<file path="src/rtl/ifu_pkg.sv">
// Shared constants for the instruction fetch unit: reset PC, FSM state
// encoding and fetch error codes.
package ifu_pkg;

    localparam logic [31:0] RESET_PC_DEFAULT = 32'h8000_0000;

    typedef enum logic [2:0] {
        S_BOOT = 3'd0,
        S_REQ  = 3'd1,
        S_WAIT = 3'd2,
        S_HOLD = 3'd3,
        S_NPC  = 3'd4,
        S_HALT = 3'd5
    } ifu_state_t;

    localparam logic [1:0] FE_NONE     = 2'd0;
    localparam logic [1:0] FE_ACCESS   = 2'd1;
    localparam logic [1:0] FE_MISALIGN = 2'd2;

    // True when the low address bits describe a word-aligned address.
    function automatic logic is_word_aligned(input logic [1:0] low_bits);
        return (low_bits == 2'b00);
    endfunction

endpackage

</file>
<file path="src/rtl/ifu.sv">
// Instruction fetch unit: one instruction in flight. Issues a word read for
// pc, hands the returned word to the decoder, then waits for the next PC from
// execute. Stops for good on halt or on a fetch error until reset.
module ifu
    import ifu_pkg::*;
#(
    parameter logic [31:0] RESET_PC = RESET_PC_DEFAULT
) (
    input  logic        clk,
    input  logic        rst_n,

    output logic        imem_req_valid,
    input  logic        imem_req_ready,
    output logic [31:0] imem_req_addr,
    input  logic        imem_resp_valid,
    input  logic [31:0] imem_resp_data,
    input  logic        imem_resp_err,

    output logic        inst_valid,
    input  logic        inst_ready,
    output logic [31:0] inst,
    output logic [31:0] inst_pc,

    input  logic        npc_valid,
    input  logic [31:0] npc,

    input  logic        halt,
    output logic        halted,
    output logic [1:0]  fetch_err,
    output logic [31:0] fetch_cnt
);

    ifu_state_t  state;
    ifu_state_t  state_nxt;
    logic [31:0] pc;
    logic        halt_pend;

    logic        pc_load;
    logic        inst_load;
    logic        cnt_inc;
    logic        err_load;
    logic [1:0]  err_code;
    logic        pend_set;

    // Next-state and register-update decisions for the fetch sequence.
    always_comb begin
        state_nxt = state;
        pc_load   = 1'b0;
        inst_load = 1'b0;
        cnt_inc   = 1'b0;
        err_load  = 1'b0;
        err_code  = FE_NONE;
        pend_set  = 1'b0;

        unique case (state)
            S_BOOT: begin
                state_nxt = halt ? S_HALT : S_REQ;
            end

            S_REQ: begin
                if (imem_req_ready) begin
                    state_nxt = S_WAIT;
                end else if (halt) begin
                    state_nxt = S_HALT;
                end
            end

            S_WAIT: begin
                if (imem_resp_valid) begin
                    if (imem_resp_err) begin
                        err_load  = 1'b1;
                        err_code  = FE_ACCESS;
                        state_nxt = S_HALT;
                    end else if (halt_pend || halt) begin
                        state_nxt = S_HALT;
                    end else begin
                        inst_load = 1'b1;
                        state_nxt = S_HOLD;
                    end
                end else if (halt) begin
                    pend_set = 1'b1;
                end
            end

            S_HOLD: begin
                if (halt) begin
                    state_nxt = S_HALT;
                end else if (inst_ready) begin
                    cnt_inc   = 1'b1;
                    state_nxt = S_NPC;
                end
            end

            S_NPC: begin
                if (halt) begin
                    state_nxt = S_HALT;
                end else if (npc_valid) begin
                    if (!is_word_aligned(npc[1:0])) begin
                        err_load  = 1'b1;
                        err_code  = FE_MISALIGN;
                        state_nxt = S_HALT;
                    end else begin
                        pc_load   = 1'b1;
                        state_nxt = S_REQ;
                    end
                end
            end

            S_HALT: begin
                state_nxt = S_HALT;
            end

            default: begin
                state_nxt = S_HALT;
            end
        endcase
    end

    // State, PC, instruction latch, counters and sticky error registers.
    always_ff @(posedge clk) begin
        if (!rst_n) begin
            state     <= S_BOOT;
            pc        <= RESET_PC;
            inst      <= 32'd0;
            inst_pc   <= 32'd0;
            fetch_err <= FE_NONE;
            fetch_cnt <= 32'd0;
            halt_pend <= 1'b0;
        end else begin
            state <= state_nxt;
            if (pc_load) begin
                pc <= npc;
            end
            if (inst_load) begin
                inst    <= imem_resp_data;
                inst_pc <= pc;
            end
            if (cnt_inc) begin
                fetch_cnt <= fetch_cnt + 32'd1;
            end
            if (err_load && (fetch_err == FE_NONE)) begin
                fetch_err <= err_code;
            end
            if (pend_set) begin
                halt_pend <= 1'b1;
            end
        end
    end

    assign imem_req_valid = (state == S_REQ);
    assign imem_req_addr  = pc;
    assign inst_valid     = (state == S_HOLD);
    assign halted         = (state == S_HALT);

endmodule

</file>
<file path="config.mk">
export PLATFORM = sky130hd
export DESIGN_NAME = ifu
export DESIGN_NICKNAME = d
export VERILOG_FILES = /design/src/rtl/ifu_pkg.sv /design/src/rtl/ifu.sv
export SDC_FILE = /design/constraint.sdc
export NUM_CORES = 1
export LEC_CHECK = 0
export ABC_AREA = 1
export CAP_MARGIN = 10
export CELL_PAD_IN_SITES_DETAIL_PLACEMENT = 1
export CELL_PAD_IN_SITES_GLOBAL_PLACEMENT = 1
export CORE_MARGIN = 3
export CORE_UTILIZATION = 28
export DETAILED_ROUTE_END_ITERATION = 8
export MAX_ROUTING_LAYER = met4
export PLACE_DENSITY = 0.87
export SLEW_MARGIN = 10
export SYNTH_ARGS = -nofsm -noshare
export SYNTH_HDL_FRONTEND = slang
export SYNTH_SLANG_ARGS = --single-unit
</file>
<file path="constraint.sdc">
create_clock -name clk -period 1.5 [get_ports clk]
set_input_delay 0.3 -clock clk [delete_from_list [all_inputs] [get_ports clk]]
set_output_delay 0.3 -clock clk [all_outputs]
set_load 0.01 [all_outputs]
</file>
==> Word level (Yosys, flattened, before mapping) <==
Index checks and enable logic that the tools add are counted.
{ "word_totals": {"ff_bits": 134, "latch_bits": 0, "mem_bits_rw": 0, "romBits": 0, "input_bits": 72, "wordCells": 61, "n_memories": 0} }
{ "classes": {"addsub": 1, "multipliers": 0, "n_div": 0, "n_lt_le_gt_ge": 0, "eq_ne": 9, "shift": 0, "mux": 38, "bitwise_logic": 0, "n_reduce_logical": 6} }
{ "ops": {"columns": ["operator", "count"], "rows": [
  ["2-to-1 mux 3 bit", 11],
  ["adder 32 x 1 -> 32 bit, second input constant", 1],
  ["2-to-1 mux 1 bit", 21],
  ["case mux 3 bit (5 select lines)", 1],
  ["equality test 3 x 2 -> 1 bit, second input constant", 2],
  ["equality test 3 bit, second input constant", 2],
  ["2-to-1 mux 2 bit", 3],
  ["inequality test 3 x 1 -> 1 bit, second input constant", 2],
  ["zero test 2 bit", 2],
  ["case mux 2 bit (2 select lines)", 1],
  ["AND reduction 4 bit", 1],
  ["equality test 3 x 1 -> 1 bit, second input constant", 1],
  ["zero test 3 bit", 1],
  ["inequality test 3 bit, second input constant", 1],
  ["inequality test 2 bit, second input constant", 1],
  ["case mux 1 bit (2 select lines)", 1],
  ["logical AND 1 bit", 1],
  ["logical OR 1 bit", 1]
]} }

==> Longest topological paths before layout <==
Gate-level depths: netlist of the first run.
{ "depth": {"ltp_word": 6, "ltp_mapped": 11, "depth_no_buf": 10} }

==> Worst setup path before layout of the first run <==
No wires, ideal clock.
{ "synth_timing": {"path_type": "register to register", "start": "reg fetch_cnt[1]", "end": "reg fetch_cnt[26]", "setup_ps": 113, "t_arrival_ps": 1420, "slack_ps": -33, "path_stages_with_launch": 9, "n_path_buf": 0, "path_cell_list": "dfxtp_1 -> ha_1 -> inv_2 -> nor2_1 -> nand3_1 -> nor2_2 -> nand3_1 -> nor2_1 -> nor2_1"} }
{ "synth_between": {"elab_chain_len": 1} }
{ "synth_lines": {"columns": ["item", "line_no", "source"], "rows": [
  ["start: declaration", "ifu.sv:30", "output logic [31:0] fetch_cnt"],
  ["start signal: assignment", "ifu.sv:139", "fetch_cnt <= fetch_cnt + 32'd1;"],
  ["adder 32 x 1 -> 32 bit", "ifu.sv:139", null]
]} }
No other way between the ends.
A chain may end at the register's enable or synchronous reset.

==> Final worst setup path of the first run <==
{ "layout_timing": {"start": "reg state[0]", "end": "reg pc[29], in the netlist imem_req_addr[29]"} }
{ "layout_between": {"elab_chain_len": 2} }
{ "layout_lines": {"columns": ["item", "line_no", "source"], "rows": [
  ["start: declaration", "ifu.sv:33", "ifu_state_t state;"],
  ["start signal: assignment", "ifu.sv:130", "state <= state_nxt;"],
  ["equality test 3 bit", "ifu.sv:55", "unique case (state)"],
  ["2-to-1 mux 1 bit", "ifu.sv:55", null],
  ["end signal: assignment", "ifu.sv:132", "pc <= npc;"],
  ["end: declaration", "ifu.sv:35", "logic [31:0] pc;"]
]} }
No other way between the ends.

==> results of run 1 <==
==> tightest hold or removal path, cell delays in order <==
cell and delay (ns):
buf_4 0.11, inv_1 0.20, nor2_1 0.15
==> what timing repair did <==
item	in CTS	in global routing
cloned	2	7
gates resized for setup	188	133
endpoints found under the setup margin	246	110
buffers inserted	0	8
pin swaps	6	12
==> metrics by stage <==
step | setup WS, ns | power, uW | hold slack [ns]
2_1_floorplan | 0.0529 | 4310 | 0.430
3_3_place_gp | -0.328 | 4910 | 0.452
3_5_place_dp | -0.432 | 4950 | 0.455
4_1_cts | -0.137 | 9110 | 0.377
5_1_grt | -0.109 | 9580 | 0.410
6_report | -0.0240 | 9210 | 0.380
==> cell usage after synthesis (all sizes together) <==
master / n
nor2: 261
dfxtp: 134
o21ai: 104
nand2: 97
inv: 61
nand3: 31
clkbuf: 21
a21oi: 18
buf: 14
nand4: 14
nor3: 14
a31oi: 2
xnor2: 2
a41oi: 1
and2: 1
ha: 1
nand3b: 1
o21a: 1
o22ai: 1
==> flip-flops by register name (all words and copies together), names as in the netlist <==
register	count
inst	32
state	3
halt_pend	1
imem_req_addr	32
inst_pc	32
fetch_err	2
fetch_cnt	32
==> path summary, 6_finish.rpt <==
kind	startpoint	endpoint	slack, ns	cells past startpoint
worst min-delay path	rst_n	fetch_cnt[18]$_SDFFE_PN0P_	0.38	3
worst max-delay path	state[0]$_SDFFE_PN0P_	imem_req_addr[29]$_SDFFE_PN0P_	-0.02	8
worst min register to register	imem_req_addr[1]$_SDFFE_PN0P_	imem_req_addr[1]$_SDFFE_PN0P_	0.46	2
worst max register to register	state[0]$_SDFFE_PN0P_	imem_req_addr[29]$_SDFFE_PN0P_	-0.02	8
==> cell families after synthesis <==
| logic type | after synthesis | share of synthesized area |
|---|---|---|
| and+or+nand+nor | 419 | 0.315 |
| DFF | 134 | 0.488 |
| AOI/OAI and AO/OA | 127 | 0.118 |
| buffers and inverters | 96 | 0.0738 |
| xor gates and xnor gates | 2 | 0.00319 |
| adders and majority gates | 1 | 0.00228 |
==> where the power goes <==
group	internal, uW	total, uW	leakage (uW)	switching [uW]
Sequential	3670	3760	0.00109	89.4
Clock	2360	4160	0.000285	1810
Combinational	612	1280	0.00277	671
==> placed cells by master (no fill, tap or decap), types with 21 or more instances in the layout <==
cell type        Yosys  routed
dfxtp_2              0      21
nand2_1             95      89
o21ai_0             75      38
nand3_1             31      23
nor2_1             254     214
nor2_2               3      29
dfxtp_1            134     110
dlygate4sd2_1        0     120
o21ai_1             29      61
inv_1               55      55
clkdlybuf4s50_1      0      70
clkbuf_16            0      23
buf_4                1      46
==> final cells by class <==
cell class | count | share of cell area
multi-input combinational | 551 | 0.300
inverter | 61 | 0.0262
clock inverter | 15 | 0.0178
tap | 260 | 0.0353
sequential | 134 | 0.295
clock buffer | 17 | 0.0461
timing repair buffer | 267 | 0.280
==> per-layer routing <==
layer  vias to the layer above  part of all wire  GRT usage
met2                       158              0.51      0.337
met5                         -                 0          -
met4                         0             0.036     0.0786
met3                        44             0.036     0.0419
met1                      2942              0.42      0.211
li1                       3007                 -          -
==> results_dict.tcl, run 1 <==
set metrics [dict create \
    status "finished with violations" \
    violations "negative setup slack" \
    critical_path.top_delay_family "simple AND/OR/NAND/NOR gates" \
    grt_pass1_wl_um 32300 \
    path_buf_inv 2 \
    drtPass1Iterations 4 \
    seqCellArea_um2 2720 \
    worstPathCellList "buf_4 -> nor2_4 -> nand2_4 -> nor3_4 -> nand2_4 -> clkbuf_16 -> nor2_4 -> nor2_1" \
    drtIter0Drc 189 \
    first_global_vias 6245 \
    setup_ws_ns -0.0240 \
    via_per_inst 4.71 \
    hold_class "in2reg" \
    diodes 0 \
    path_class "reg2reg" \
    route.detailed.wl_per_inst_um 16.9 \
    synth.distinct_cells 28 \
    fmax_mhz 656 \
    cts_root_buffer "clkbuf_16" \
    rsz0062_at_grt "true" \
    final_hold_viol_count 0 \
    slew_headroom 0.712 \
    cpMaxStageDelayCell "dfxtp_4" \
    dpl-instance-area_um2 8140 \
    multi_input_area_um2 2770 \
    fin_crit_sh 1.02 \
    ant_nets 0 \
    skew_ns 0.0112 \
    drv_cap 0 \
    die_y_um 146 \
    hpwl_um 14500 \
    initial_core_util 0.290 \
    tightest_slew_ns 0.431 \
    cts_hold_buf 0 \
    cts_tree "done" \
    syn_avg_cell_area_um2 7.05 \
    post-synth-top-area-cell "dfxtp_1" \
    syn_to_final_growth_pct 68.0 \
    clk_pin_slew_ns 0.06 \
    cts.sinks 134 \
    setup_viol 13 \
    synth-seq-cells 134 \
    drc 0 \
    core-area_um2 19000 \
    yosys_warnings 0 \
    critPathRequiredTime_ns 1.82 \
    instances_no_fill 1305 \
    final_nets 1105 \
    clk_latency_ns 0.43 \
    placed_cells_incl_taps 1256 \
    cpPeakStageDelay_ns 0.37 \
    synth_top_area_frac 0.488 \
    cts_htree_levels 4 \
    stdcell_area_um2 9230 \
    drive_gt1_frac 0.200 \
    ir_worst_vdd_mv 0.745 \
    n_fill_cell 2308 \
    synth_cells 779 \
    yosysSeqAreaShare 0.488 \
    fin_setup_tns_ns -0.171 \
    vias 6151 \
    row_count 50 \
    critPathLaunchType "flip-flop" \
    portBuffers 204 \
    layout_min_cycle_time_ns 1.52 \
    cts_buffers 17 \
    final_max_slew_viol_count 0 \
    path_max_fanout 7 \
    end_kind "flip-flop" \
    syn_nets 852 \
    synth.area.top_cells "dfxtp_1 (49%), nor2_1 (17%), o21ai_0 (6.8%), nand2_1 (6.5%), inv_1 (3.8%)" \
    cts.path.max_buffers 2 \
    p_leak_uw 0.00415 \
    antenna_found_initial 0 \
    dieArea_um2 21300 \
    powerDensity_nw_per_um2 998 \
    wirelength_um 22100 \
    globalplace.congestion 0.866 \
    worstPathArrival_ns 1.84 \
    grt_max_degree 96 \
    die_w_um 146 \
    gr-total-overflow 0 \
    syn_area_um2 5490 \
    final_core_util 0.487 \
    pin_count 205 \
    track_usage 0.192 \
]
Note: power is estimated with default switching activity, not from simulation.
==> inputs of run 2 (changes only) <==
--- a/config.mk
+++ b/config.mk
@@ -11,10 +11,10 @@
 export CELL_PAD_IN_SITES_GLOBAL_PLACEMENT = 1
 export CORE_MARGIN = 3
 export CORE_UTILIZATION = 28
+export CTS_CLUSTER_SIZE = 24
 export DETAILED_ROUTE_END_ITERATION = 8
 export MAX_ROUTING_LAYER = met4
 export PLACE_DENSITY = 0.87
-export SLEW_MARGIN = 10
 export SYNTH_ARGS = -nofsm -noshare
 export SYNTH_HDL_FRONTEND = slang
 export SYNTH_SLANG_ARGS = --single-unit
==> results of run 2 <==
The final DEF is identical to that of run 1; final timing and power are the same.
==> inputs of run 3 (changes only) <==
--- a/config.mk
+++ b/config.mk
@@ -6,6 +6,7 @@
 export NUM_CORES = 1
 export LEC_CHECK = 0
 export ABC_AREA = 1
+export ABC_CLOCK_PERIOD_IN_PS = 1500
 export CAP_MARGIN = 10
 export CELL_PAD_IN_SITES_DETAIL_PLACEMENT = 1
 export CELL_PAD_IN_SITES_GLOBAL_PLACEMENT = 1
==> results of run 3 <==
The final DEF is identical to that of run 1; final timing and power are the same.
